<file path="config.mk">
export PLATFORM = sky130hd
export DESIGN_NAME = read_streamer
export DESIGN_NICKNAME = d
export VERILOG_FILES = /design/src/rtl/read_streamer_pkg.sv /design/src/rtl/read_streamer_stream_fifo2.sv /design/src/rtl/read_streamer.sv
export SDC_FILE = /design/constraint.sdc
export NUM_CORES = 1
export LEC_CHECK = 0
export CORE_ASPECT_RATIO = 2
export CORE_MARGIN = 1.5
export CORE_UTILIZATION = 47
export DETAILED_ROUTE_END_ITERATION = 7
export PLACE_DENSITY = 0.78
export REMOVE_ABC_BUFFERS = 1
export SYNTH_ARGS = -nofsm -noshare
export SYNTH_HDL_FRONTEND = slang
export SYNTH_HIERARCHICAL = 1
export SYNTH_SLANG_ARGS = --single-unit
</file>
<file path="constraint.sdc">
create_clock -name clk -period 2.1 [get_ports clk]
set_input_delay 0.42 -clock clk [delete_from_list [all_inputs] [get_ports clk]]
set_output_delay 0.42 -clock clk [all_outputs]
set_load 0.05 [all_outputs]
</file>
<file path="src/rtl/read_streamer_pkg.sv">
// Shared RAM package for the read streamer.
// Holds the RAM geometry defaults (data width, word count, address width),
// the streamer FSM state encoding and a small occupancy helper.
package read_streamer_pkg;

    localparam int RAM_WIDTH   = 8;
    localparam int RAM_DEPTH   = 64;
    localparam int RAM_ADDRESS = 6;

    typedef enum logic [1:0] {
        ST_IDLE  = 2'd0,
        ST_READ  = 2'd1,
        ST_DRAIN = 2'd2
    } rs_state_e;

    // Words that will still be held after this clock edge: the FIFO contents
    // plus the read whose data is on the RAM port, minus the word leaving now.
    function automatic logic [1:0] fill_level(input logic [1:0] occ,
                                              input logic       inflight,
                                              input logic       pop);
        return occ + {1'b0, inflight} - {1'b0, pop};
    endfunction

endpackage

</file>
<file path="src/rtl/read_streamer_stream_fifo2.sv">
// stream_fifo2: 2-entry first-word-fall-through FIFO.
// The head entry drives the stream outputs directly from flops, so data and
// valid stay stable until the word is accepted.
// Ports:
//   clk, rst_n   clock, asynchronous active-low reset
//   wr_en/wr_data  push a word (caller guarantees space)
//   rd_ready       downstream accept; pops the head when it is valid
//   rd_data/rd_valid  head word and its valid flag
//   level          number of stored words (0..2)
module stream_fifo2 #(
    parameter int WIDTH = 8
) (
    input  logic             clk,
    input  logic             rst_n,
    input  logic             wr_en,
    input  logic [WIDTH-1:0] wr_data,
    input  logic             rd_ready,
    output logic [WIDTH-1:0] rd_data,
    output logic             rd_valid,
    output logic [1:0]       level
);

    logic [WIDTH-1:0] head_q, head_d, tail_q, tail_d;
    logic             head_v_q, head_v_d, tail_v_q, tail_v_d;
    logic [WIDTH-1:0] mid_head_s;
    logic             mid_head_v_s, mid_tail_v_s;
    logic             pop_s;

    assign pop_s    = head_v_q & rd_ready;
    assign rd_data  = head_q;
    assign rd_valid = head_v_q;
    assign level    = {1'b0, head_v_q} + {1'b0, tail_v_q};

    // Next entry contents: apply the pop first, then place the pushed word.
    always_comb begin
        mid_head_s   = head_q;
        mid_head_v_s = head_v_q;
        mid_tail_v_s = tail_v_q;
        if (pop_s) begin
            if (tail_v_q) begin
                mid_head_s   = tail_q;
                mid_tail_v_s = 1'b0;
            end else begin
                mid_head_v_s = 1'b0;
            end
        end else begin
            mid_head_v_s = head_v_q;
        end

        head_d   = mid_head_s;
        head_v_d = mid_head_v_s;
        tail_d   = tail_q;
        tail_v_d = mid_tail_v_s;
        if (wr_en) begin
            if (!mid_head_v_s) begin
                head_d   = wr_data;
                head_v_d = 1'b1;
            end else begin
                tail_d   = wr_data;
                tail_v_d = 1'b1;
            end
        end else begin
            tail_d = tail_q;
        end
    end

    // Entry storage.
    always_ff @(posedge clk or negedge rst_n) begin
        if (!rst_n) begin
            head_q   <= {WIDTH{1'b0}};
            tail_q   <= {WIDTH{1'b0}};
            head_v_q <= 1'b0;
            tail_v_q <= 1'b0;
        end else begin
            head_q   <= head_d;
            tail_q   <= tail_d;
            head_v_q <= head_v_d;
            tail_v_q <= tail_v_d;
        end
    end

endmodule

</file>
<file path="src/rtl/read_streamer.sv">
// read_streamer: reads a burst of consecutive RAM words (wrapping at the end
// of the RAM) and presents them on a valid/ready stream.
// Ports:
//   clk, rst_n               clock, asynchronous active-low reset
//   start, base_addr, length burst command, taken only while idle
//   ram_addr, ram_wr_en      RAM port (read only, 1-cycle read latency)
//   ram_data_out             RAM read data
//   m_data, m_valid, m_ready output stream
//   m_last                   final word of the burst (READ_STREAMER_LAST_EN)
//   busy, done               burst in progress / 1-cycle completion pulse
// Optional feature macro: READ_STREAMER_LAST_EN adds the m_last output.
module read_streamer
    import read_streamer_pkg::*;
#(
    parameter int WIDTH   = RAM_WIDTH,
    parameter int DEPTH   = RAM_DEPTH,
    parameter int ADDRESS = RAM_ADDRESS
) (
    input  logic               clk,
    input  logic               rst_n,
    input  logic               start,
    input  logic [ADDRESS-1:0] base_addr,
    input  logic [ADDRESS:0]   length,
    output logic [ADDRESS-1:0] ram_addr,
    output logic               ram_wr_en,
    input  logic [WIDTH-1:0]   ram_data_out,
    output logic [WIDTH-1:0]   m_data,
    output logic               m_valid,
    input  logic               m_ready,
`ifdef READ_STREAMER_LAST_EN
    output logic               m_last,
`endif
    output logic               busy,
    output logic               done
);

    localparam logic [ADDRESS-1:0] ADDR_ONE  = ADDRESS'(1'b1);
    localparam logic [ADDRESS-1:0] ADDR_LAST = ADDRESS'(DEPTH - 1);
    localparam logic [ADDRESS:0]   LEN_ONE   = (ADDRESS + 1)'(1'b1);
    localparam logic [ADDRESS:0]   LEN_ZERO  = (ADDRESS + 1)'(1'b0);

    rs_state_e          state_q, state_d;
    logic [ADDRESS-1:0] ram_addr_q, ram_addr_d;
    logic [ADDRESS:0]   rd_left_q, rd_left_d;   // reads still to issue
    logic [ADDRESS:0]   wr_left_q, wr_left_d;   // words still to transfer
    logic               inflight_q, inflight_d; // read data on ram_data_out now
    logic               done_q, done_d;
    logic               busy_q, busy_d;
    logic               issue_s;
    logic               pop_s;
    logic [1:0]         fifo_level_s;

    assign ram_addr  = ram_addr_q;
    assign ram_wr_en = 1'b0;
    assign busy      = busy_q;
    assign done      = done_q;
    assign pop_s     = m_valid & m_ready;

`ifdef READ_STREAMER_LAST_EN
    assign m_last = m_valid & (wr_left_q == LEN_ONE);
`endif

    // The read issued in a cycle is the address the RAM samples at its end;
    // its data is pushed into the FIFO one clock later.
    stream_fifo2 #(.WIDTH(WIDTH)) u_fifo (
        .clk      (clk),
        .rst_n    (rst_n),
        .wr_en    (inflight_q),
        .wr_data  (ram_data_out),
        .rd_ready (m_ready),
        .rd_data  (m_data),
        .rd_valid (m_valid),
        .level    (fifo_level_s)
    );

    // Next-state, read issue and burst bookkeeping.
    always_comb begin
        state_d    = state_q;
        ram_addr_d = ram_addr_q;
        rd_left_d  = rd_left_q;
        wr_left_d  = wr_left_q;
        done_d     = 1'b0;
        issue_s    = 1'b0;

        // Counting the departing word keeps one word per clock with only two
        // entries of buffering.
        if ((state_q == ST_READ) &&
            (fill_level(fifo_level_s, inflight_q, pop_s) < 2'd2)) begin
            issue_s = 1'b1;
        end else begin
            issue_s = 1'b0;
        end

        if (pop_s) begin
            wr_left_d = wr_left_q - LEN_ONE;
        end else begin
            wr_left_d = wr_left_q;
        end

        case (state_q)
            ST_IDLE: begin
                if (start) begin
                    if (length != LEN_ZERO) begin
                        state_d    = ST_READ;
                        ram_addr_d = base_addr;
                        rd_left_d  = length;
                        wr_left_d  = length;
                    end else begin
                        done_d = 1'b1;
                    end
                end else begin
                    state_d = ST_IDLE;
                end
            end
            ST_READ: begin
                if (issue_s) begin
                    rd_left_d = rd_left_q - LEN_ONE;
                    // After the final read the address is left where it is.
                    if (rd_left_q == LEN_ONE) begin
                        state_d = ST_DRAIN;
                    end else if (ram_addr_q == ADDR_LAST) begin
                        ram_addr_d = {ADDRESS{1'b0}};
                    end else begin
                        ram_addr_d = ram_addr_q + ADDR_ONE;
                    end
                end else begin
                    state_d = ST_READ;
                end
            end
            ST_DRAIN: begin
                if (pop_s && (wr_left_q == LEN_ONE)) begin
                    state_d = ST_IDLE;
                    done_d  = 1'b1;
                end else begin
                    state_d = ST_DRAIN;
                end
            end
            default: begin
                state_d = ST_IDLE;
            end
        endcase

        inflight_d = issue_s;
        busy_d     = (state_d != ST_IDLE);
    end

    // State and control registers.
    always_ff @(posedge clk or negedge rst_n) begin
        if (!rst_n) begin
            state_q    <= ST_IDLE;
            ram_addr_q <= {ADDRESS{1'b0}};
            rd_left_q  <= LEN_ZERO;
            wr_left_q  <= LEN_ZERO;
            inflight_q <= 1'b0;
            done_q     <= 1'b0;
            busy_q     <= 1'b0;
        end else begin
            state_q    <= state_d;
            ram_addr_q <= ram_addr_d;
            rd_left_q  <= rd_left_d;
            wr_left_q  <= wr_left_d;
            inflight_q <= inflight_d;
            done_q     <= done_d;
            busy_q     <= busy_d;
        end
    end

endmodule
</file>
# ---- Word-level counts from Yosys, hierarchy flattened
# Cells that the tools add are included.
# W data, S select, Z words.
dict set report classes {
  addsub 6
  n_lt_le_gt_ge 1
  eq_ne 9
  n_mux 35
  n_bitwise 1
  reduce_logical 9
}
# cell n
set op_table {}
lappend op_table {{$mux W7} 7}
lappend op_table {{$mux W8} 4}
lappend op_table {{$mux W6} 5}
lappend op_table {{$eq A7 B1 Y1 const B} 2}
lappend op_table {{$pmux W7 S2} 1}
lappend op_table {{$sub A7 B1 Y7 const B} 2}
lappend op_table {{$pmux W6 S2} 1}
lappend op_table {{$mux W1} 10}
lappend op_table {{$mux W2} 5}
lappend op_table {{$ne A2 B2 Y1 const B} 4}
lappend op_table {{$reduce_bool A7 Y1} 1}
lappend op_table {{$add A6 B1 Y6 const B} 1}
lappend op_table {{$eq A6 B6 Y1 const B} 1}
lappend op_table {{$pmux W2 S3} 1}
lappend op_table {{$reduce_and A5 Y1} 1}
lappend op_table {{$reduce_and A4 Y1} 1}
lappend op_table {{$reduce_bool A2 Y1} 2}
lappend op_table {{$add A1 B1 Y2} 1}
lappend op_table {{$add A2 B1 Y2} 1}
lappend op_table {{$eq A2 B1 Y1 const B} 1}
lappend op_table {{$eq A2 B2 Y1 const B} 1}
lappend op_table {{$logic_and A1 B1 Y1} 2}
lappend op_table {{$logic_not A2 Y1} 1}
lappend op_table {{$lt A2 B2 Y1 const B} 1}
lappend op_table {{4 further kinds} 4}
dict set report totals {
  reg_bits 43
  in_bits 25
}

# ---- Depth between registers and ports, before layout
# Gate-level depths: netlist of the first run.
dict set report depth {
  ltp_word 9
  mapped_depth 8
  ltp_nobuf 7
}

# ---- Hierarchy
# The synthesis of the first run kept the hierarchy.
# mod n_inst cells_per_inst area_per_inst_um2
set by_module_without_submodules {}
lappend by_module_without_submodules {read_streamer 1 170 1537.7}
lappend by_module_without_submodules {stream_fifo2 1 54 864.6}

# ---- Worst setup path after synthesis of the first run
# Ideal clock, no wire load.
dict set report synth_path {
  path_kind {register to register}
  from {reg u_fifo.head_v_q (netlist: u_fifo/rd_valid)}
  to {reg ram_addr_q[1] (netlist: ram_addr[1])}
  setup_time_ns 0.128
  arrival_time_ns 2.389
  required_time_ns 1.972
  path_slack_ns -0.417
  stages_incl_launch_ff 7
  synth_period_minus_slack_ns 2.517
  path_cell_list {dfrtp_1 > ha_1 > nor4bb_1 > a2111oi_2 > a211oi_4 > nor2_2 > mux2_1}
}
dict set report synth_between {
  elab_chain_cells 8
}
# element line_no
set synth_lines {}
lappend synth_lines {{from (decl)} read_streamer_stream_fifo2.sv:24} ;# logic head_v_q, head_v_d, tail_v_q, tail_v_d;
lappend synth_lines {{from (signal assigned)} read_streamer_stream_fifo2.sv:77} ;# head_v_q <= head_v_d;
lappend synth_lines {{$add A1 B1 Y2} read_streamer_stream_fifo2.sv:32} ;# assign level = {1'b0, head_v_q} + {1'b0, tail_v_q};
lappend synth_lines {{named net fifo_level_s[0]} read_streamer.sv:51} ;# logic [1:0] fifo_level_s;
lappend synth_lines {{$add A2 B1 Y2} read_streamer_pkg.sv:21} ;# return occ + {1'b0, inflight} - {1'b0, pop};
lappend synth_lines {{$sub A2 B1 Y2} read_streamer_pkg.sv:21}
lappend synth_lines {{$lt A2 B2 Y1} read_streamer.sv:88} ;# (fill_level(fifo_level_s, inflight_q, pop_s) < 2'd2)) begin
lappend synth_lines {{$logic_and A1 B1 Y1} read_streamer.sv:87} ;# if ((state_q == ST_READ) &&
lappend synth_lines {{$mux W1} read_streamer.sv:87}
lappend synth_lines {{$ne A2 B2 Y1 (no source line)} n/a}
lappend synth_lines {{$reduce_and A5 Y1 (no source line)} n/a}
lappend synth_lines {{to (signal assigned)} read_streamer.sv:151} ;# ram_addr_q <= {ADDRESS{1'b0}};
lappend synth_lines {{to (signal assigned)} read_streamer.sv:159} ;# ram_addr_q <= ram_addr_d;
lappend synth_lines {{to (decl)} read_streamer.sv:43} ;# logic [ADDRESS-1:0] ram_addr_q, ram_addr_d;
# The timed path passes the listed nets, and every way through them passes these cells.
# A chain may end at the register's enable or synchronous reset.

# ---- Final worst setup path of the first run
dict set report layout_path {
  from {in length[6]}
  to {reg ram_addr_q[1] (netlist: ram_addr[1])}
}
dict set report layout_between {
  elab_chain_cells 3
}
# element line_no
set layout_lines {}
lappend layout_lines {{from (decl)} read_streamer.sv:23} ;# input logic [ADDRESS:0] length,
lappend layout_lines {{$reduce_bool A7 Y1} read_streamer.sv:103} ;# if (length != LEN_ZERO) begin
lappend layout_lines {{$ne A2 B2 Y1 (no source line)} n/a}
lappend layout_lines {{$reduce_and A5 Y1 (no source line)} n/a}
# Every way passes these cells.

==> metrics.md, run 1 <==
| Metric | Value |
|---|---|
| Synth warnings | 6 |
| Gpl congestion | 0.922 |
| Post-synthesis register bit count | 43 |
| Hpwl dp | 4470 microns |
| Rows | 36 |
| Vias per cell | between 5 and 6 |
| Crit share post-route | 1.02 |
| PwrDens | 1750 mW/mm^2 |
| Synth area leaders | dfrtp_1 (45%), mux2_4 (5.0%), mux2_1 (4.7%), mux2_2 (3.8%), ha_1 (3.6%) |
| Worst reg2reg path depth | 7 |
| WP data required | 2.28 ns |
| Die height | 104 microns |
| Register area | 0.00108 sq mm |
| Post-layout min period | 2.13 ns |
| Mapped Cells | 224 |
| Worst setup path end | ram_addr[1]$_DFFE_PN0P_ |
| Mapped Area | 0.00240 sq mm |
| Slew headroom | 0.647 |
| CP max FO | 3 |
| Crit start category | input port |
| CTS tree | yes |
| Ant. Diodes | 0 |
| Async set-reset flop share out of synthesis | 1.00 |
| Post-synth top area share | 0.448 |
| Final Hold Fails | 0 |
| Sink Count | 43 |
| Class of the worst hold path | in2async |
| Slew @ Worst Pin | 0.529 ns |
| Worst Setup SP | length[6] |
| Effective utilization at floorplan | 0.489 |
| TritonCTS Buffers | 5 |
| Fmax | 0.468 GHz |
| Core area | 0.00491 sq mm |
| Largest net degree at the start of global routing | 23 |
| First drt pass iteration count | 4 |
| Via count | 2036 |
| TNS Setup | -0.0657 ns |
| Mapped Avg Cell Area | roughly 11 sq um |
| List of most frequent post-synthesis cells | dfrtp_1 (43), nand2_1 (18), a21oi_1 (16), o21ai_0 (16) |
| Chip width | approximately 54 microns |
| # IOs | 43 |
| Clock insertion delay at the later pin of the skew report | 0.29 ns |
| Residual DRC | 0 |
| Ys flop type | dfrtp_1 |
| Cts hold-fix bufs | 0 |
| # setup viols final | 4 |
| Initial antenna violation count | 0 |
| CP Class | in2reg |
| Outcome | complete, but fails checks |
| Peak VDD IR | 1170 uV |
| Setup Buffers After CTS | 0 |
| Nets | 327 |
| Crit end category | register |
| Root Driver | clkbuf_8 |
| DIE AREA | around 0.0056 sq mm |
| Unrepaired setup endpoints after global routing | true |
| Htree depth | 2 |
| GR Overflow Total | 0 |
| Multi-input logic area | 0.00131 sq mm |
| Vias in the first global route | a little over 2k |
| Antenna-violating nets left | 0 |
| Reg2Reg Launch Point | u_fifo/rd_valid$_DFF_PN0_ |
| Total wire length | 5990 microns |
| Post-synth EDFFs | 0 |
| Clock-pin slew on the worst setup and hold paths | 0.08 ns |
| Pre-CTS setup slack | -0.499 ns |
| Pins Over Slew Limit | 0 |
| Setup ws final | -0.0347 ns |
| Global-route wire length before repair | 9370 microns |
| R2R setup slack | 0 ns |
| Top-count cell post-synth | dfrtp_1 |
| Yosys cell types | 55 |
| Critical R2R Capture | ram_addr[1]$_DFFE_PN0P_ |
| Area leader, netlist | dfrtp_1 |
| Sequential share of the synthesized area | 0.448 |
| Failing checks | negative setup slack |
| DRT iter0 DRCs | 44 |
| Arrival @ worst endpoint | 2.31 ns |
| Routed len/inst | around 17 microns |
| Global-route usage over all layers | 0.226 |
| CTS max path bufs | 2 |
| Port bufs | 41 |
| Leakage | 1.38 nW |
| Area grow syn2layout | 34.0% |
| Max-cap violations | 0 |
| Share of layout cells above drive strength 1 | 0.253 |
| Final clock skew | 0.00462 ns |
| Final Core Density | 0.656 |
| Fillers | roughly 390 |
[stage by stage]
stage	std cells	cell area (sq um)	hold slack (ns)	total power, W
floorplan	217	2360	0.124	0.00372
global placement	344	3080	0.423	0.00478
detailed placement	344	3080	0.424	0.00489
CTS	352	3210	0.107	0.00559
global route	353	3220	0.117	0.00600
finish	353	3220	0.0950	0.00564
[state kept, by name (all words and copies together), names as in the netlist]
| name | flops |
|---|---|
| ram_addr | 6 |
| busy | 1 |
| u_fifo/rd_data | 8 |
| rd_left_q | 7 |
| u_fifo/tail_v_q | 1 |
| wr_left_q | 7 |
| u_fifo/tail_q | 8 |
| inflight_q | 1 |
| done | 1 |
| state_q | 2 |
| u_fifo/rd_valid | 1 |
[worst min path at each step]
stage	slack [ns]	start	to
2_1_floorplan	0.12	rst_n	busy$_DFF_PN0_
3_3_place_gp	0.42	rst_n	u_fifo/rd_data[4]$_DFF_PN0_
3_5_place_dp	0.42	rst_n	u_fifo/tail_q[4]$_DFFE_PN0P_
4_1_cts	0.11	rst_n	u_fifo/tail_q[4]$_DFFE_PN0P_
5_1_grt	0.12	rst_n	u_fifo/tail_q[4]$_DFFE_PN0P_
6_report	0.09	rst_n	u_fifo/tail_q[4]$_DFFE_PN0P_
[worst max-delay path, stage by stage]
cell and delay, ns:
clkdlybuf4s15_2 0.22, or4_4 0.45, o41a_1 0.47, a211oi_4 0.34, nor2_4 0.10, mux2_4 0.31
[cell type report]
| cell class | count | area share |
|---|---|---|
| Multi-Input combinational cell | 164 | 0.408 |
| Sequential cell | 43 | 0.334 |
| Timing Repair Buffer | 71 | 0.199 |
| Clock buffer | 7 | 0.0237 |
| Tap cell | 57 | 0.0222 |
| Inverter | 10 | 0.0117 |
| Clock inverter | 1 | 0.00155 |
[kinds of logic (layout without fill, tap and decap cells)]
logic type / Yosys count / in the layout / synth area share
flops: 43 / 43 / 0.448
xor+xnor: 8 / 8 / 0.0292
mux: 26 / 26 / 0.134
buf+inv: 17 / 89 / 0.0333
compound gates: 62 / 62 / 0.171
fa+ha+maj: 7 / 7 / 0.0365
simple gates: 60 / 60 / 0.146
other cells: 1 / 1 / 0.00156
[where the power goes]
part / switching (W) / total (W) / internal (W)
Sequential: 0.000343 / 0.00159 / 0.00125
Combinational: 0.00192 / 0.00354 / 0.00162
Clock: 0.000271 / 0.000505 / 0.000234
Total: 0.00254 / 0.00564 / 0.00310
[layout by cell type (no fill, tap or decap), drive strengths merged, types with 2 or more instances in the layout]
cell           count
mux2              26
nor3b              3
ha                 7
buf               35
nor2b              2
dfrtp             43
nor4               3
and2               2
a211oi             3
o21ai             21
clkbuf             7
nand2             18
a21o               3
or4                2
a22o               2
nand3              9
o22ai              2
or3                2
nor3               5
a21oi             16
xnor2              6
nand2b             4
inv               10
o31ai              4
nor2               4
clkdlybuf4s50     35
a31oi              3
xor2               2
[per-layer routing]
layer / GRT usage / up-vias / wire length, microns
met4: 0.115 / 0 / 233
met5: 0 / - / 0
li1: - / 953 / -
met1: 0.222 / 992 / 2080
met2: 0.419 / 73 / 3420
met3: 0.0359 / 18 / 254
[what timing repair did]
item / CTS / global route
pin swaps: 4 / 2
gates resized for setup: 25 / 1
setup endpoints to repair: 13 / 10
gates cloned: 0 / 1
Note: power is estimated with default switching activity, not from simulation.
==> run 2, diff against run 1 <==
- CTS_CLUSTER_SIZE: not set -> 14
- GPL_TIMING_DRIVEN: not set -> 0
- SLEW_MARGIN: not set -> 25
==> run 2 against run 1 <==
Power rose by 3.7%; register-to-register slack improved by 0.07 ns; final area rose by 0.62%; via count fell by 2.5%; highest routed layer unchanged; combinational power barely moved; the flow now finishes without violations; critical path depth fell by 5; global-route usage fell by 0.050 points; fmax rose by 4.3%; count of clock-buffer cells in the layout fell by 2; critical endpoint is now ram_addr[3].
==> metrics.md, run 2 (synthesis results as in run 1) <==
| Metric | Value |
|---|---|
| Outcome | complete, no violations |
| Port bufs | 41 |
| TritonCTS Buffers | 5 |
| Final clock skew | 0.00560 ns |
| Sink Count | 43 |
| Fillers | 392 |
| Pins Over Slew Limit | 0 |
| Vias in the first global route | 2006 |
| Vias per cell | 5.77 |
| TNS Setup | 0 ns |
| Sequential power share | 0.279 |
| Global-route wire length before repair | 9250 microns |
| CP delay by family, top | buffers and inverters |
| CTS tree | yes |
| CP Class | reg2out |
| Clock-pin slew on the worst setup and hold paths | 0.08 ns |
| Crit end category | output port |
| Peak VDD IR | 1210 uV |
| Slew @ Worst Pin | ~0.57 ns |
| Core area | 0.00491 sq mm |
| Largest net degree at the start of global routing | 31 |
| Die height | 104 microns |
| Critical path cell sequence | clkdlybuf4s50_1 |
| Critical path depth | 1 |
| Placed Cells | 316 |
| Global-route usage over all layers | 0.226 |
| Total wire length | slightly below 6000 microns |
| Cts hold-fix bufs | 0 |
| Logic pwr share | 0.609 |
| Worst reg2reg path depth | 8 |
| Post-layout min period | 2.05 ns |
| CTS max path bufs | 2 |
| Ant. Diodes | 0 |
| DRT iter0 DRCs | 42 |
| Crit share post-route | 0.975 |
| First drt pass iteration count | 4 |
| Chip width | roughly 54 microns |
| Setup ws final | 0.0534 ns |
| Internal power | ~0.0033 W |
| # setup viols final | 0 |
| CP max-delay cell | clkdlybuf4s50_1 |
| Class of the worst hold path | in2async |
| PwrDens | 1810 mW/mm^2 |
| Antenna-violating nets left | 0 |
| Pre-CTS setup slack | -1.08 ns |
| Area grow syn2layout | 34.8% |
| Crit start category | register |
| Unrepaired setup endpoints after global routing | true |
| Share of layout cells above drive strength 1 | 0.258 |
| Root Driver | clkbuf_8 |
| Leakage | 1.38 nW |
| Initial antenna violation count | 0 |
| Commonest non-fill, non-tap cell in the layout | dfrtp_1 |
| Via count | 1985 |
| Max-cap violations | 0 |
| Effective utilization at floorplan | 0.489 |
| WP data required | 1.68 ns |
| Slew headroom | 0.620 |
| Fmax | between 0.4 and 0.5 GHz |
| Residual DRC | 0 |
| GR Overflow Total | 0 |
| Non-Filler Instances | 344 |
| Rows | 36 |
| Clock share of power | 0.112 |
| Leading cell types in the layout, fill and taps excluded | dfrtp_1 (41), clkdlybuf4s50_1 (33), buf_4 (19) |
| Slowest cell delay on critical path | 0.85 ns |
| Sw power | 0.00258 W |
| Gpl congestion | 0.874 |
| Htree depth | 2 |
| Clock insertion delay at the later pin of the skew report | 0.30 ns |
| Nets | 318 |
| Sw frac | 0.441 |
| Arrival @ worst endpoint | 1.63 ns |
| Hpwl dp | around 4000 microns |
| Final Hold Fails | 0 |
| DIE AREA | 0.00558 sq mm |
| CP Buf/Inv Count | 1 |
| Final hold slack | around 0.014 ns |
| CP max FO | 6 |
| # IOs | 43 |
| Routed len/inst | 16.9 microns |
## run 2: through the flow
step | instance area (sq um) | power (W) | util
floorplan | 2360 | 0.00372 | -
global placement | 2840 | 0.00444 | 0.579
detailed placement | 2860 | 0.00454 | 0.582
CTS | 3140 | 0.00568 | 0.640
global route | 3240 | 0.00623 | 0.660
finish | 3240 | 0.00585 | 0.660
## run 2: final cells by class
class                           count  area (sq um)  area share
Clock buffer                        5          68.8      0.0212
Multi-Input combinational cell    164          1360       0.419
Sequential cell                    43          1080       0.333
Timing Repair Buffer               62           581       0.179
Inverter                           10          37.5      0.0116
Clock inverter                      3          43.8      0.0135
Tap cell                           57          71.3      0.0220
## run 2: worst paths after layout
| check | startpoint | slack, ns | end |
|---|---|---|---|
| worst min-delay path | rst_n | 0.01 | u_fifo/tail_q[7]$_DFFE_PN0P_ |
| worst min register to register | u_fifo/tail_q[6]$_DFFE_PN0P_ | 0.51 | u_fifo/tail_q[6]$_DFFE_PN0P_ |
| max in group asynchronous | rst_n | 1.60 | state_q[0]$_DFF_PN0_ |
| worst max register to register | u_fifo/rd_valid$_DFF_PN0_ | 0.07 | ram_addr[4]$_DFFE_PN0P_ |
| worst max-delay path | ram_addr[3]$_DFFE_PN0P_ | 0.05 | ram_addr[3] |
| min in group clk | length[6] | 0.35 | wr_left_q[6]$_DFF_PN0_ |
## run 2: power by group through the flow
stage | sequential (W) | combinational (W) | clock (W)
final | 0.00163 | 0.00356 | 0.000654
after global routing | 0.00169 | 0.00383 | 0.000709
after CTS | 0.00161 | 0.00339 | 0.000674
after detailed placement | 0.00164 | 0.00291 | 0
after global placement | 0.00161 | 0.00282 | 0
after floorplan | 0.00209 | 0.00163 | 0
## run 2: per-layer routing
metal | global-route usage | up-vias | wire length, microns
met5 | 0 | - | 0
met4 | 0.125 | 0 | 181
met2 | 0.407 | 57 | 3350
met1 | 0.232 | 968 | 2080
li1 | - | 943 | -
met3 | 0.0302 | 17 | 195
## run 2: repair_timing
item,CTS,global route
pin swaps,5,4
endpoints found under the setup margin,18,6
gates resized for setup,34,7
buffers inserted,11,9
